**src/rtl/vme_pkg.sv**
```systemverilog
// Shared VME slave definitions: AM codes, FSM states, byte-enable patterns and bus levels.
package vme_pkg;

    localparam logic VmeActive   = 1'b0;
    localparam logic VmeInactive = 1'b1;

    localparam logic [5:0] AmA32NonPrivData = 6'h09;
    localparam logic [5:0] AmA32SupData     = 6'h0D;
    localparam logic [5:0] AmA24NonPrivData = 6'h39;
    localparam logic [5:0] AmA24SupData     = 6'h3D;

    // Bit 3 is byte 0 (big-endian lane order)
    localparam logic [3:0] BeQuad  = 4'b1111;
    localparam logic [3:0] BeHalf0 = 4'b1100;
    localparam logic [3:0] BeHalf1 = 4'b0011;
    localparam logic [3:0] BeByte0 = 4'b1000;
    localparam logic [3:0] BeByte1 = 4'b0100;
    localparam logic [3:0] BeByte2 = 4'b0010;
    localparam logic [3:0] BeByte3 = 4'b0001;

    typedef enum logic [1:0] {StIdle, StAccess, StSetup, StRespond} vme_state_e;

    typedef struct packed {
        logic       legal;
        logic [3:0] be;
    } be_dec_t;

    function automatic logic am_ok(input logic [5:0] am);
        return am inside {AmA32NonPrivData, AmA32SupData, AmA24NonPrivData, AmA24SupData};
    endfunction

    // ds_n[1] is DS1, ds_n[0] is DS0; all inputs active-low except a01
    function automatic be_dec_t decode_be(input logic lword_n, input logic [1:0] ds_n,
                                          input logic a01);
        be_dec_t r;
        r.legal = 1'b1;
        r.be    = 4'b0000;
        case (ds_n)
            2'b00: begin
                if (lword_n == VmeActive) begin
                    r.legal = (a01 == 1'b0);
                    r.be    = BeQuad;
                end else begin
                    r.be = a01 ? BeHalf1 : BeHalf0;
                end
            end
            2'b01: begin
                r.legal = (lword_n == VmeInactive);
                r.be    = a01 ? BeByte2 : BeByte0;
            end
            2'b10: begin
                r.legal = (lword_n == VmeInactive);
                r.be    = a01 ? BeByte3 : BeByte1;
            end
            default: r.legal = 1'b0;
        endcase
        return r;
    endfunction

endpackage

```
**src/rtl/vme_sync.sv**
```systemverilog
// Parameterized-width two-flop synchronizer with a configurable asynchronous reset value.
module vme_sync #(
    parameter int unsigned       Width    = 1,
    parameter logic [Width-1:0] ResetVal = '0
) (
    input  logic             clk_i,
    input  logic             rst_ni,
    input  logic [Width-1:0] d_i,
    output logic [Width-1:0] q_o
);

    logic [Width-1:0] meta_q;
    logic [Width-1:0] sync_q;

    always_ff @(posedge clk_i or negedge rst_ni) begin
        if (!rst_ni) begin
            meta_q <= ResetVal;
            sync_q <= ResetVal;
        end else begin
            meta_q <= d_i;
            sync_q <= meta_q;
        end
    end

    assign q_o = sync_q;

endmodule

```
**src/rtl/vme_slave_responder.sv**
```systemverilog
// VME slave cycle responder bridging one VME access to a local request/ack handshake.
// Optional local-ack timeout (BERR on expiry) enabled by VME_SLAVE_BERR_TIMEOUT_EN.
module vme_slave_responder
    import vme_pkg::*;
#(
    parameter logic [7:0]  BASE_ADDR      = 8'h80,
    parameter int unsigned TIMEOUT_CYCLES = 64
) (
    input  logic       clk_i,
    input  logic       rst_ni,
    input  logic       vme_as_i,
    input  logic [1:0] vme_ds_i,
    input  logic       vme_lword_i,
    input  logic       vme_write_i,
    input  logic [5:0] vme_address_mod_i,
    input  logic [7:0] vme_address_hi_i,
    input  logic       vme_a01_i,
    input  logic       vme_iack_i,
    output logic       vme_dtack_oe_o,
    output logic       vme_berr_oe_o,
    output logic       local_req_o,
    output logic       local_write_o,
    output logic [3:0] local_be_o,
    input  logic       local_ack_i,
    input  logic       local_err_i,
    output logic       data_oe_o,
    output logic       data_dir_o
);

    logic [3:0] sync_out;
    logic       as_s;
    logic [1:0] ds_s;
    logic       iack_s;

    vme_sync #(
        .Width    (4),
        .ResetVal ({4{VmeInactive}})
    ) u_sync (
        .clk_i  (clk_i),
        .rst_ni (rst_ni),
        .d_i    ({vme_iack_i, vme_ds_i, vme_as_i}),
        .q_o    (sync_out)
    );

    assign as_s   = sync_out[0];
    assign ds_s   = sync_out[2:1];
    assign iack_s = sync_out[3];

    vme_state_e state_q;
    logic       armed_q;
    logic [1:0] settle_q;
    logic       illegal_q;
    logic       dtack_q, berr_q, req_q, write_q, data_oe_q, data_dir_q;
    logic [3:0] be_q;
    logic       timeout;
    logic       hit;
    be_dec_t    dec;

`ifdef VME_SLAVE_BERR_TIMEOUT_EN
    localparam int unsigned CntW = $clog2(TIMEOUT_CYCLES + 1);
    logic [CntW-1:0] cnt_q;

    always_ff @(posedge clk_i or negedge rst_ni) begin
        if (!rst_ni) begin
            cnt_q <= '0;
        end else if (state_q == StAccess) begin
            cnt_q <= cnt_q + 1'b1;
        end else begin
            cnt_q <= '0;
        end
    end

    assign timeout = (state_q == StAccess) && (cnt_q == CntW'(TIMEOUT_CYCLES - 1));
`else
    logic unused_timeout;
    assign unused_timeout = ^TIMEOUT_CYCLES;
    assign timeout        = 1'b0;
`endif

    assign dec = decode_be(vme_lword_i, ds_s, vme_a01_i);
    assign hit = armed_q && (as_s == VmeActive) && (ds_s != {2{VmeInactive}})
                 && (iack_s == VmeInactive) && am_ok(vme_address_mod_i)
                 && (vme_address_hi_i == BASE_ADDR);

    always_ff @(posedge clk_i or negedge rst_ni) begin
        if (!rst_ni) begin
            state_q    <= StIdle;
            armed_q    <= 1'b0;
            settle_q   <= 2'b00;
            illegal_q  <= 1'b0;
            dtack_q    <= 1'b0;
            berr_q     <= 1'b0;
            req_q      <= 1'b0;
            write_q    <= 1'b0;
            be_q       <= 4'b0000;
            data_oe_q  <= 1'b0;
            data_dir_q <= 1'b0;
        end else begin
            // The synchronizer's reset value is not a real observation of AS high
            settle_q <= {settle_q[0], 1'b1};
            if (settle_q[1] && (as_s == VmeInactive)) begin
                armed_q <= 1'b1;
            end
            unique case (state_q)
                StIdle: begin
                    if (hit) begin
                        state_q   <= StAccess;
                        armed_q   <= 1'b0;
                        illegal_q <= !dec.legal;
                        if (dec.legal) begin
                            req_q      <= 1'b1;
                            write_q    <= (vme_write_i == VmeActive);
                            be_q       <= dec.be;
                            data_oe_q  <= 1'b1;
                            data_dir_q <= vme_write_i;
                        end
                    end
                end
                StAccess: begin
                    if (illegal_q || local_err_i || timeout) begin
                        state_q   <= StRespond;
                        berr_q    <= 1'b1;
                        req_q     <= 1'b0;
                        data_oe_q <= 1'b0;
                    end else if (local_ack_i) begin
                        state_q <= StSetup;
                        req_q   <= 1'b0;
                    end
                end
                StSetup: begin
                    state_q <= StRespond;
                    dtack_q <= 1'b1;
                end
                StRespond: begin
                    if (ds_s == {2{VmeInactive}}) begin
                        state_q    <= StIdle;
                        illegal_q  <= 1'b0;
                        dtack_q    <= 1'b0;
                        berr_q     <= 1'b0;
                        write_q    <= 1'b0;
                        be_q       <= 4'b0000;
                        data_oe_q  <= 1'b0;
                        data_dir_q <= 1'b0;
                    end
                end
                default: state_q <= StIdle;
            endcase
        end
    end

    assign vme_dtack_oe_o = dtack_q;
    assign vme_berr_oe_o  = berr_q;
    assign local_req_o    = req_q;
    assign local_write_o  = write_q;
    assign local_be_o     = be_q;
    assign data_oe_o      = data_oe_q;
    assign data_dir_o     = data_dir_q;

endmodule
```
**config.mk**
```make
export PLATFORM = sky130hd
export DESIGN_NAME = vme_slave_responder
export DESIGN_NICKNAME = d
export VERILOG_FILES = /design/src/rtl/vme_pkg.sv /design/src/rtl/vme_sync.sv /design/src/rtl/vme_slave_responder.sv
export SDC_FILE = /design/constraint.sdc
export NUM_CORES = 1
export LEC_CHECK = 0
export BUFFER_PORTS_ARGS = -buffer_cell sky130_fd_sc_hd__buf_2
export CORE_MARGIN = 2
export CORE_UTILIZATION = 54
export CTS_CLUSTER_SIZE = 40
export DETAILED_ROUTE_END_ITERATION = 8
export GPL_TIMING_DRIVEN = 0
export PLACE_DENSITY = 0.91
export SLEW_MARGIN = 40
export SYNTH_ARGS = -nofsm -noshare
export SYNTH_HDL_FRONTEND = slang
export SYNTH_SLANG_ARGS = --single-unit
```
**constraint.sdc**
```tcl
create_clock -name clk_i -period 5.8 [get_ports clk_i]
set_input_delay 1.16 -clock clk_i [delete_from_list [all_inputs] [get_ports clk_i]]
set_output_delay 1.16 -clock clk_i [all_outputs]
set_load 0.01 [all_outputs]
```
## Word level (Yosys, flattened, before mapping)

Cells that the tools add are included.

| cells by class | value |
|---|---|
| reduce and logical (&&, ||, !) cells | 24 |
| bitwise operators | 3 |
| muxes and demuxes | 38 |
| equality and inequality tests | 17 |

Operator list:

| operator | number |
|---|---|
| 2-to-1 mux 4 bit | 6 |
| 2-to-1 mux 1 bit | 16 |
| case mux 1 bit (2 select lines) | 7 |
| == test 6 x 4 -> 1 bit (second input constant) | 2 |
| == test 6 bit (second input constant) | 2 |
| case mux 4 bit (3 select lines) | 1 |
| inequality test 2 bit (second input constant) | 5 |
| AND reduction 3 bit | 3 |
| == test 2 bit (second input constant) | 4 |
| == test 8 bit (second input constant) | 1 |
| 2-to-1 mux 2 bit | 4 |
| case mux 2 bit (4 select lines) | 1 |
| case mux 4 bit (2 select lines) | 1 |
| AND reduction 4 bit | 2 |
| nonzero test 2 bit | 4 |
| logical AND 1 bit | 6 |
| AND reduction 5 bit | 1 |
| == test 2 x 1 -> 1 bit (second input constant) | 2 |
| logical NOT 2 bit | 2 |
| nonzero test 4 bit | 1 |
| 2-to-1 mux 3 bit | 1 |
| inequality test 3 bit (second input constant) | 1 |
| inverter 1 bit | 3 |
| case mux 1 bit (3 select lines) | 1 |
| other kinds (5) | 5 |

| word-level totals | value |
|---|---|
| logic and storage cells | 95 |
| register bits after elaboration | 24 |
| bits of input ports | 25 |
| output and inout port bits | 10 |

## Longest topological paths before layout

| logic depth | value |
|---|---|
| depth in word-level cells | 8 |
| mapped depth | 7 |
| gate-level depth less buffers | 7 |

## Hierarchy

A second synthesis with hierarchy kept.

| second synthesis, totals | value |
|---|---|
| cells, all modules | 146 |
| area total of the unflattened synthesis | 1426.4 sq um |

Modules (own cells, without submodules):

| module | cells each | area an instance (sq um) | instances | seq. area each (sq um) |
|---|---|---|---|---|
| vme_slave_responder | 138 | 1216.2 | 1 | 400.4 |
| vme_sync | 8 | 210.2 | 1 | 210.2 |

## Worst setup path before layout

OpenSTA, ideal clock, no wires.

| timing path | value |
|---|---|
| kind | input to register |
| from | in vme_address_mod_i[1] |
| to | reg illegal_q |
| data required time | 5.679 ns |
| setup time | 0.121 ns |
| path buffers | 0 |
| data arrival time | 2.397 ns |
| path slack | 3.282 ns |
| cell stages on the path | 5 |
| cell sequence | nor4bb_1 > nand4_1 > nor2_1 > mux2_2 > a22o_1 |

| between the ends | value |
|---|---|
| cells in the longest elaborated chain, start to end | 6 |
| elaborated cells between the ends (all ways) | 9 |
| classes of those cells | 5 x eq/ne; 4 x reduce/logical |

Ends and longest elaborated chain:

| what | RTL line | text |
|---|---|---|
| start, declared | vme_slave_responder.sv:15 | `input logic [5:0] vme_address_mod_i,` |
| == test 6 x 4 -> 1 bit / == test 6 bit (equally long branches) | vme_pkg.sv:29 | `return am inside {AmA32NonPrivData, AmA32SupData, AmA24NonPrivData, AmA24SupData};` |
| nonzero test 4 bit * | vme_pkg.sv:29 |  |
| logical AND 1 bit * | vme_slave_responder.sv:82 | `&& (iack_s == VmeInactive) && am_ok(vme_address_mod_i)` |
| logical AND 1 bit * | vme_slave_responder.sv:83 | `&& (vme_address_hi_i == BASE_ADDR);` |
| inequality test 2 bit (no source line) * | - |  |
| AND reduction 3 bit (no source line) * | - |  |
| end signal, assigned | vme_slave_responder.sv:109 | `illegal_q <= !dec.legal;` |
| end, declared | vme_slave_responder.sv:52 | `logic illegal_q;` |

Every way passes the cells marked *; elsewhere a longest branch is shown, timed or not.
A chain may end at the register's enable or synchronous reset.

## Final worst setup path

| timing path | value |
|---|---|
| from | in vme_address_mod_i[1] |
| to | reg be_q[1] (netlist: local_be_o[1]) |

| between the ends | value |
|---|---|
| cells in the longest elaborated chain, start to end | 6 |
| elaborated cells between the ends (all ways) | 9 |
| classes of those cells | 5 x eq/ne; 4 x reduce/logical |

Ends and longest elaborated chain:

| what | RTL line | text |
|---|---|---|
| == test 6 x 4 -> 1 bit / == test 6 bit (equally long branches) | vme_pkg.sv:29 |  |
| nonzero test 4 bit * | vme_pkg.sv:29 |  |
| logical AND 1 bit * | vme_slave_responder.sv:82 |  |
| logical AND 1 bit * | vme_slave_responder.sv:83 |  |
| inequality test 2 bit (no source line) * | - |  |
| AND reduction 4 bit (no source line) * | - |  |
| end signal, assigned | vme_slave_responder.sv:113 | `be_q <= dec.be;` |
| end, declared | vme_slave_responder.sv:54 | `logic [3:0] be_q;` |

Marks and branches as above.

==> metrics.yaml <==
cells_and_area:
  fin_area_mm2: 0.00148
  n_fill_cell: 162
  n_antenna_cell: 0
  mostFrequentLayoutCells: "buf_2, dfrtp_1, nor2_1, a21oi_1, nand2_1"
  finish.utilization_pct: 67.6
  finalNonFillerCells: 184
  final_layout_size_suffix_gt1_share_pct: 30.8
  area_growth_pct: 19.0
  layout_commonest_cell: "buf_2"
  fin_nets: 191
route:
  met3_length_um: 162
  drt-total-wl_um: 2410
  antenna_left: 0
  top_layer: "met4"
  wl_met2_um: 1240
  vias_per_cell: 5.49
  drt_iter0_drc: 22
  routedWlPerCell_um: 13.1
  drc_errors: 0
  wl_met1_um: 993
  vias: 1010
  drt_first_pass_iters: 4
yosys:
  yosysTopAreaCell: "dfrtp_1"
  syn_inst: 119
  synth_area_leaders: "dfrtp_1, dfstp_2, ha_1, mux2i_1, a21oi_1"
  synth_top_area_share_pct: 32.2
  synth_top_flop_cell: "dfrtp_1"
  synth.distinct_cells: 35
  async_flop_share_pct: 100
  syn_area_mm2: 0.00124
  synth_fp_nets: 153
  yosys_warnings: 0
  yosysSeqAreaShare_pct: 49.1
  synth-seq-cells: 24
  synth_edf_count: 0
  avgSynthCellArea_um2: 10.5
global_routing:
  grt_pass1_wl_um: 4170
  antenna_found_initial: 0
  grt_usage_pct: 21.0
  grt_max_degree: 25
  grt_pass1_vias: 1020
  grt.overflow.total: 0
floorplan:
  die_h_um: 52.0
  num_rows: 17
  start_util_pct: 56.8
  dieArea_mm2: 0.00270
  core_area_mm2: 0.00219
  die_x_um: 52.0
  io_pins: 35
timing:
  timing.slew.headroom_pct: 62.2
  finalCritPeriodShare_pct: 45.1
  rsz0062_at_grt: "no"
  hold_ws_ps: 364
  setup_viol: 0
  drv_slew: 0
  finalCriticalPeriod_ps: 2610
  fin_ws_ps: 3190
  tns_ps: 0
  hold_violations: 0
  clock_skew_ps: 0.851
  worst_pin_slew_ps: 567
  max_freq_mhz: 383
place:
  numPortBuffers: 33
  place_area_mm2: 0.00144
  hpwl_um: 1770
  pre_cts_slack_ps: 2880
  gp_congestion: 0.842
  dpl.cell_count: 180
min_path:
  hp-start: "settle_q[0]"
  hold_depth: 0
  holdPathEnd: "settle_q[1]"
  min_path_type: "flop to flop"
clock_network:
  numCtsBuffers: 3
  clkSinkCount: 24
  htreeDepth: 1
  root_buffer: "clkbuf_4"
  cts_hold_buf: 0
  clk_latency_ps: 300
  cts_resized: 0
  clockBufferDepth: 2
  cts_tree: "done"
  path_clk_slew_ps: 120
  post_cts_buffers: 0
power:
  p_seq_share_pct: 42.6
  p_switching_uw: 189
  ir_drop_mv: 0.207
  combPwrFrac_pct: 41.0
  clockPowerShare_pct: 16.4
  internal_power_uw: 331
  sw_frac_of_total_pct: 36.3
  power.leakage_nw: 0.723
  p_per_area_mw_per_mm2: 351
  power_uw: 520
worst_setup_path:
  path_delay_family: "simple AND/OR/NAND/NOR gates"
  r2r-start: "u_sync.q_o[1]"
  path_max_fanout: 10
  cp.arrival_ps: 2790
  path_class: "input port to flop"
  critPathLaunchType: "input port"
  worstPathCellList: "buf_2 -> nor4bb_1 -> nand4_1 -> nor3_4 -> mux2i_1 -> mux2i_1"
  r2r-end: "local_be_o[1]"
  path_common_cell: "mux2i_1"
  worst-path-buf-inv: 1
  rrSetupSlack_ps: 3460
  slowest_stage: "nor3_4"
  reg2reg_depth: 7
  crit_path_max_incr_delay_ps: 510
  cp-end-kind: "flop"
  required_ps: 5980
run:
  maxCapViolCount: 0
status:
  status: "finished clean"
worst register-to-register path: stages (launching register included):
cell and delay (ps):
dfstp_2 570, inv_1 60, ha_1 290, nor2_1 60
a2111o_1 430, nor3_4 410, mux2i_1 290, mux2i_1 110
worst max-delay path by stage:
stage                               from  depth (start not counted)             to  slack, ps
floorplan           vme_address_mod_i[1]                          5      illegal_q       3280
global placement    vme_address_mod_i[1]                          6      illegal_q       3010
detailed placement  vme_address_mod_i[1]                          6      data_oe_o       2880
CTS                 vme_address_mod_i[1]                          6  local_be_o[1]       3150
global route        vme_address_mod_i[1]                          6  local_be_o[1]       2960
finish              vme_address_mod_i[1]                          6  local_be_o[1]       3190
cell type report:
cell class,instances,area (um2),area share (%)
flip-flops and latches,24,611,41.3
multi-input cells,84,592,40.0
repair buffers,33,165,11.2
clock buffers,4,36.3,2.45
well taps,28,35.0,2.37
inverters,8,30.0,2.03
plain buffers,3,11.3,0.761
layer usage:
metal / track usage, % / up-vias
li1: - / 497
met1: 24.9 / 472
met2: 37.1 / 39
met3: 4.02 / 2
met4: 8.33 / 0
met5: 0 / -
power groups by stage:
stage / logic, mW / registers (mW) / clock network, mW
finish: 0.213 / 0.221 / 0.0855
global route: 0.245 / 0.225 / 0.0955
CTS: 0.215 / 0.222 / 0.0872
detailed placement: 0.211 / 0.225 / 0
global placement: 0.201 / 0.222 / 0
floorplan: 0.143 / 0.230 / 0
flip-flops by register name, indices dropped and copies added, names as in the netlist:
| signal | count |
|---|---|
| vme_berr_oe_o | 1 |
| state_q | 2 |
| u_sync.meta_q | 4 |
| data_dir_o | 1 |
| data_oe_o | 1 |
| vme_dtack_oe_o | 1 |
| settle_q | 2 |
| armed_q | 1 |
| local_write_o | 1 |
| u_sync.q_o | 4 |
| illegal_q | 1 |
| local_req_o | 1 |
| local_be_o | 4 |
cells by family (layout without fill, tap and decap cells):
kind of cell	after synthesis	in the layout	synth area share (%)
AO/OA/AOI/OAI	31	31	16.7
XOR/XNOR	1	1	0.704
adder cells (fa/ha/maj)	9	9	9.05
buffers and inverters	11	48	3.32
flip-flops	24	24	49.1
multiplexers	9	9	7.34
other	1	1	0.302
AND/OR/NAND/NOR	33	33	13.5
synthesized netlist by cell type (2+ instances only):
cell	instances
and3_1	2
a21oi_1	10
nand2b_1	2
mux2i_1	8
nor2b_1	2
nand2_1	10
nor2_1	11
o21ai_0	5
ha_1	9
a22o_1	2
o21bai_1	2
dfstp_2	8
dfrtp_1	16
a311oi_1	2
inv_1	8
clkbuf_1	3
(Power assumes the default switching activity.)
